**config.mk**
```make
export PLATFORM = sky130hd
export DESIGN_NAME = irq_controller
export DESIGN_NICKNAME = d
export VERILOG_FILES = /design/src/rtl/irq_controller.sv
export SDC_FILE = /design/constraint.sdc
export NUM_CORES = 1
export LEC_CHECK = 0
export BUFFER_PORTS_ARGS = -buffer_cell sky130_fd_sc_hd__clkbuf_2
export CELL_PAD_IN_SITES_DETAIL_PLACEMENT = 0
export CELL_PAD_IN_SITES_GLOBAL_PLACEMENT = 2
export CORE_MARGIN = 4
export CORE_UTILIZATION = 17
export CTS_CLUSTER_SIZE = 20
export DETAILED_ROUTE_END_ITERATION = 10
export MAX_ROUTING_LAYER = met4
export PLACE_DENSITY = 0.9
export SLEW_MARGIN = 0
export SYNTH_ARGS = -nofsm -noshare
export SYNTH_HDL_FRONTEND = slang
export SYNTH_SLANG_ARGS = --single-unit
```
**constraint.sdc**
```tcl
create_clock -name clk -period 2.83 [get_ports clk]
set_clock_uncertainty 0.15 [all_clocks]
set_input_delay 0.1415 -clock clk [delete_from_list [all_inputs] [get_ports clk]]
set_output_delay 0.1415 -clock clk [all_outputs]
set_load 0.02 [all_outputs]
```
**src/rtl/irq_controller.sv**
```systemverilog
// Edge-latching interrupt controller: masks pending requests, presents the lowest-index eligible
// source to the core, and keeps it in service until software writes COMPLETE through the bus window.
module irq_controller #(
   parameter int          N_SRC       = 4,
   parameter logic [63:0] BASE_ADDR   = 64'h0000_2000,
   parameter int          ACK_TIMEOUT = 16
) (
   input  logic             clk,
   input  logic             reset,
   input  logic [N_SRC-1:0] irq_src,
   output logic [3:0]       interrupt_vector,
   input  logic             interrupt_ack,
   input  logic [63:0]      bus_address,
   input  logic [63:0]      bus_write_data,
   input  logic             bus_write_enable,
   input  logic             bus_read_enable,
   output logic [63:0]      bus_read_data
);

   localparam int            TW         = $clog2(ACK_TIMEOUT + 1);
   localparam logic [TW-1:0] TIMER_LAST = TW'(ACK_TIMEOUT - 1);

   typedef enum logic [1:0] {ST_IDLE, ST_ASSERT, ST_GAP, ST_ACTIVE} state_t;

   state_t             state_reg, state_next;
   logic [3:0]         id_reg, id_next;
   logic [3:0]         vector_reg, vector_next;
   logic [TW-1:0]      timer_reg, timer_next;
   logic [N_SRC-1:0]   enable_reg, enable_next;
   logic [N_SRC-1:0]   pending_reg, pending_next;
   logic [N_SRC-1:0]   src_q_reg;
   logic [63:0]        read_data_reg, read_data_next;

   logic [N_SRC-1:0]   edge_set;
   logic [N_SRC-1:0]   eligible;
   logic [N_SRC-1:0]   id_mask;
   logic [N_SRC-1:0]   ack_clear;
   logic [3:0]         winner;
   logic               hit_enable, hit_pending, hit_claim;
   logic               wr_enable, wr_claim;

   assign hit_enable  = (bus_address == BASE_ADDR);
   assign hit_pending = (bus_address == BASE_ADDR + 64'h8);
   assign hit_claim   = (bus_address == BASE_ADDR + 64'h10);
   assign wr_enable   = bus_write_enable & hit_enable;
   assign wr_claim    = bus_write_enable & hit_claim;

   generate
      for (genvar gi = 0; gi < N_SRC; gi++) begin : g_edge
         assign edge_set[gi] = irq_src[gi] & ~src_q_reg[gi];
      end
   endgenerate

   assign eligible = pending_reg & enable_reg;
   assign id_mask  = N_SRC'(1) << id_reg;

   // Descending scan so the lowest set index is the last assignment and wins.
   always_comb begin
      winner = '0;
      for (int i = N_SRC - 1; i >= 0; i--) begin
         if (eligible[i]) winner = 4'(i);
      end
   end

   always_comb begin
      state_next  = state_reg;
      id_next     = id_reg;
      vector_next = vector_reg;
      timer_next  = timer_reg;
      ack_clear   = '0;
      case (state_reg)
         ST_IDLE: begin
            if (|eligible) begin
               id_next     = winner;
               vector_next = winner + 4'd1;
               timer_next  = '0;
               state_next  = ST_ASSERT;
            end
         end
         ST_ASSERT: begin
            if (interrupt_ack) begin
               ack_clear   = id_mask;
               vector_next = 4'd0;
               state_next  = ST_ACTIVE;
            end else if (wr_enable && ((bus_write_data[N_SRC-1:0] & id_mask) == '0)) begin
               vector_next = 4'd0;
               state_next  = ST_IDLE;
            end else if (timer_reg == TIMER_LAST) begin
               vector_next = 4'd0;
               state_next  = ST_GAP;
            end else if (timer_reg != '1) begin
               timer_next = timer_reg + TW'(1);
            end
         end
         ST_GAP: begin
            vector_next = 4'd0;
            state_next  = ST_IDLE;
         end
         ST_ACTIVE: begin
            vector_next = 4'd0;
            if (wr_claim && (bus_write_data[3:0] == id_reg + 4'd1)) state_next = ST_IDLE;
         end
         default: begin
            vector_next = 4'd0;
            state_next  = ST_IDLE;
         end
      endcase
   end

   // A new edge on a bit being acknowledged keeps it pending.
   assign pending_next = (pending_reg & ~ack_clear) | edge_set;
   assign enable_next  = wr_enable ? bus_write_data[N_SRC-1:0] : enable_reg;

   always_comb begin
      read_data_next = '0;
      if (bus_read_enable) begin
         if (hit_enable)       read_data_next = 64'(enable_reg);
         else if (hit_pending) read_data_next = 64'(pending_reg);
         else if (hit_claim && state_reg == ST_ACTIVE) read_data_next = 64'(id_reg + 4'd1);
      end
   end

   always_ff @(posedge clk) begin
      if (reset) begin
         state_reg     <= ST_IDLE;
         id_reg        <= '0;
         vector_reg    <= '0;
         timer_reg     <= '0;
         enable_reg    <= '0;
         pending_reg   <= '0;
         src_q_reg     <= '0;
         read_data_reg <= '0;
      end else begin
         state_reg     <= state_next;
         id_reg        <= id_next;
         vector_reg    <= vector_next;
         timer_reg     <= timer_next;
         enable_reg    <= enable_next;
         pending_reg   <= pending_next;
         src_q_reg     <= irq_src;
         read_data_reg <= read_data_next;
      end
   end

   assign interrupt_vector = vector_reg;
   assign bus_read_data    = read_data_reg;

endmodule

```
==> results.py <==
metrics = {
    "outcome": {
        "status": "completed",
    },
    "timing": {
        "period_needed_ps": 2519,
        "tns_ps": 0,
        "slew_violations": 0,
        "setup_violations": 0,
        "timing.fmax_ghz": 0.3969,
        "hold_viol": 0,
        "min_period_over_period_pct": 89.02,
        "rsz0062_at_grt": "no",
    },
    "critical_path": {
        "worst-setup-path-type": "register to register",
        "cpPeakStageDelay_ps": 470,
        "cp_max_fo": 6,
        "crit_buf_inv": 1,
        "arrival_ps": 2570,
        "crit_family": "compound AO/OA/AOI/OAI gates",
        "crit_chain": "inv_1 -> ha_1 -> a222oi_1 -> nand4b_1 -> nor2_1 -> a211oi_1 -> a21oi_1 -> and4_1",
        "critPathSlowestCell": "dfxtp_1",
        "worstSetupStartpointType": "register",
        "reg2reg_from": "id_reg[0]",
        "crit_required_ps": 2880,
        "crit_start": "id_reg[0]",
        "critPathCaptureType": "register",
    },
    "detailed_routing": {
        "first_pass_iters": 6,
        "wire_per_inst_um": 11.88,
        "drt_iter0_markers": 112,
        "final_antenna_net_count": 0,
        "drt-total-wl_um": 6094,
        "vias": 2059,
        "drc": 0,
        "via_per_inst": 4.014,
    },
    "clock_tree": {
        "cts.htree.levels": 1,
        "clk_latency_ps": 260,
        "cts_num_sinks": 28,
        "holdBufCountCts": 4,
        "cts_root_buf": "clkbuf_16",
        "post_cts_buffers": 0,
        "cts_tree": "done",
        "cts_resized": 0,
        "cts_made_buffers": 3,
        "cts_buffer_depth": 2,
        "clk_pin_slew_ps": 70,
    },
    "final_layout": {
        "drive_gt1_share_pct": 26.96,
        "antenna_cells": 0,
        "nNetsFinal": 491,
        "fillerInstances": 1356,
        "fin_cells": 513,
        "largest_reg_flops": 5,
        "area_growth_pct": 23.59,
    },
    "yosys": {
        "async_flop_share_pct": 0,
        "synth.avg_cell_area_um2": 8.200,
        "synth_top_area_share_pct": 26.29,
        "yosysTopAreaCell": "dfxtp_1",
        "synth_cell_types": 45,
        "ys_seq_area_share_pct": 26.29,
        "synthTopCellsByArea": "dfxtp_1 (26%), buf_4 (21%), nor4_1 (8.5%)",
        "synth_seq_cells": 28,
        "synth_flop_cell": "dfxtp_1",
        "syn_inst": 260,
        "synth_edf_count": 0,
        "synth_warnings": 0,
        "synth_area_um2": 2132,
    },
    "placement": {
        "hpwlAfterDp_um": 5287,
        "portBuffers": 83,
        "place_congestion": 0.9408,
        "dp_cells": 505,
    },
    "floorplan": {
        "num_rows": 40,
        "ios": 205,
        "die_x_um": 120.0,
        "start_util_pct": 17.53,
        "core_um2": 12160,
        "die_area_um2": 14400,
        "die_h_um": 120.0,
    },
    "power": {
        "vdd_drop_max_mv": 0.1706,
        "p_leak_nw": 1.230,
        "powerDensity_nw_per_um2": 358.5,
    },
    "global_routing": {
        "gr-total-overflow": 0,
        "grtUsageTotal_pct": 7.792,
        "grt_pass1_wl_um": 9004,
        "grt_pass1_vias": 1867,
        "grt_max_degree": 23,
        "antenna_found_initial": 0,
    },
    "min_path": {
        "min-delay-start": "bus_write_data[1]",
        "hold_path.class": "input port to register",
    },
    "run": {
        "cap_viol_max_count": 0,
    },
}
==> cell usage in the layout (no fill, tap or decap), drive strengths merged, types with 2 or more instances in the layout <==
master,instances
a211o,2
nor2b,13
a22o,2
nor3,5
a21oi,9
xor2,3
dlygate4sd3,4
dfxtp,28
nand4,8
and3,3
o311a,2
nand2b,4
conb,61
o22ai,3
inv,8
nor2,18
nand2,12
ha,8
nand3,4
nor4,31
mux2i,7
a211oi,2
o21ai,3
clkbuf,87
==> through the flow <==
stage | setup WS (ps) | utilization, % | instance area (um^2) | total power [mW] | hold WS, ps
after floorplan | 726.7 | - | 2357 | 0.5812 | 119.7
after global placement | 440.3 | 20.61 | 2506 | 0.5942 | 216.4
after detailed placement | 381.0 | 20.61 | 2506 | 0.5949 | 223.8
after CTS | 350.1 | 21.67 | 2635 | 0.9529 | 2.579
after global routing | 194.7 | 21.67 | 2635 | 0.9894 | 29.82
final | 310.7 | 21.67 | 2635 | 0.9445 | 9.348
==> logic make-up after synthesis <==
group / share of synthesized area [%]
compound gates: 10.56
flops: 26.29
buf+inv: 23.77
mux: 3.815
xor+xnor: 1.233
fa+ha+maj: 4.695
simple gates: 29.46
other cells: 0.1759
==> Yosys cell counts (2+ instances only) <==
| cell | instances |
|---|---|
| nor4_1 | 29 |
| nor2b_1 | 13 |
| nor2_1 | 18 |
| inv_1 | 8 |
| nor3_1 | 5 |
| a21oi_1 | 9 |
| o21ai_1 | 2 |
| nand2_1 | 12 |
| a211oi_1 | 2 |
| o22ai_1 | 3 |
| nand3_1 | 4 |
| ha_1 | 8 |
| o311a_1 | 2 |
| a22o_1 | 2 |
| mux2i_1 | 7 |
| nand4_1 | 8 |
| dfxtp_1 | 28 |
| xor2_1 | 3 |
| buf_4 | 61 |
| a211o_1 | 2 |
| and3_1 | 3 |
| nand2b_1 | 4 |
| clkbuf_1 | 5 |
==> layer usage <==
| metal | wire (um) | vias up | global-route usage (%) |
|---|---|---|---|
| li1 | - | 991 | - |
| met1 | 2327 | 929 | 8.164 |
| met2 | 2882 | 124 | 14.12 |
| met3 | 776 | 15 | 2.215 |
| met4 | 108 | 0 | 2.434 |
| met5 | 0 | - | - |
==> worst min-delay path: cells and delay by family <==
kind / cells / cell delay (ps)
buffers and inverters: 1 / 110
and+or+nand+nor: 1 / 70
muxes: 1 / 70
==> cell type report <==
class | instances | area (um^2) | area share [%]
timing repair buffer | 87 | 455.4 | 17.28
sequential | 28 | 560.5 | 21.27
tap | 168 | 210.2 | 7.977
inverter | 8 | 30.03 | 1.140
clock buffer | 4 | 88.84 | 3.371
multi-input combinational | 218 | 1290 | 48.96
==> report_power, final <==
group,internal (mW),switching [mW]
logic,0.0590,0.127
registers,0.401,0.00555
clock network,0.217,0.135
==> final timing paths <==
| check | end | cells past startpoint | slack, ps |
|---|---|---|---|
| max | state_reg[1] | 8 | 310 |
| min | enable_reg[1] | 3 | 9 |
| max reg2reg | state_reg[1] | 8 | 310 |
| min reg2reg | interrupt_vector[1] | 2 | 330 |
No activity file was read; power rests on OpenSTA's default activity.
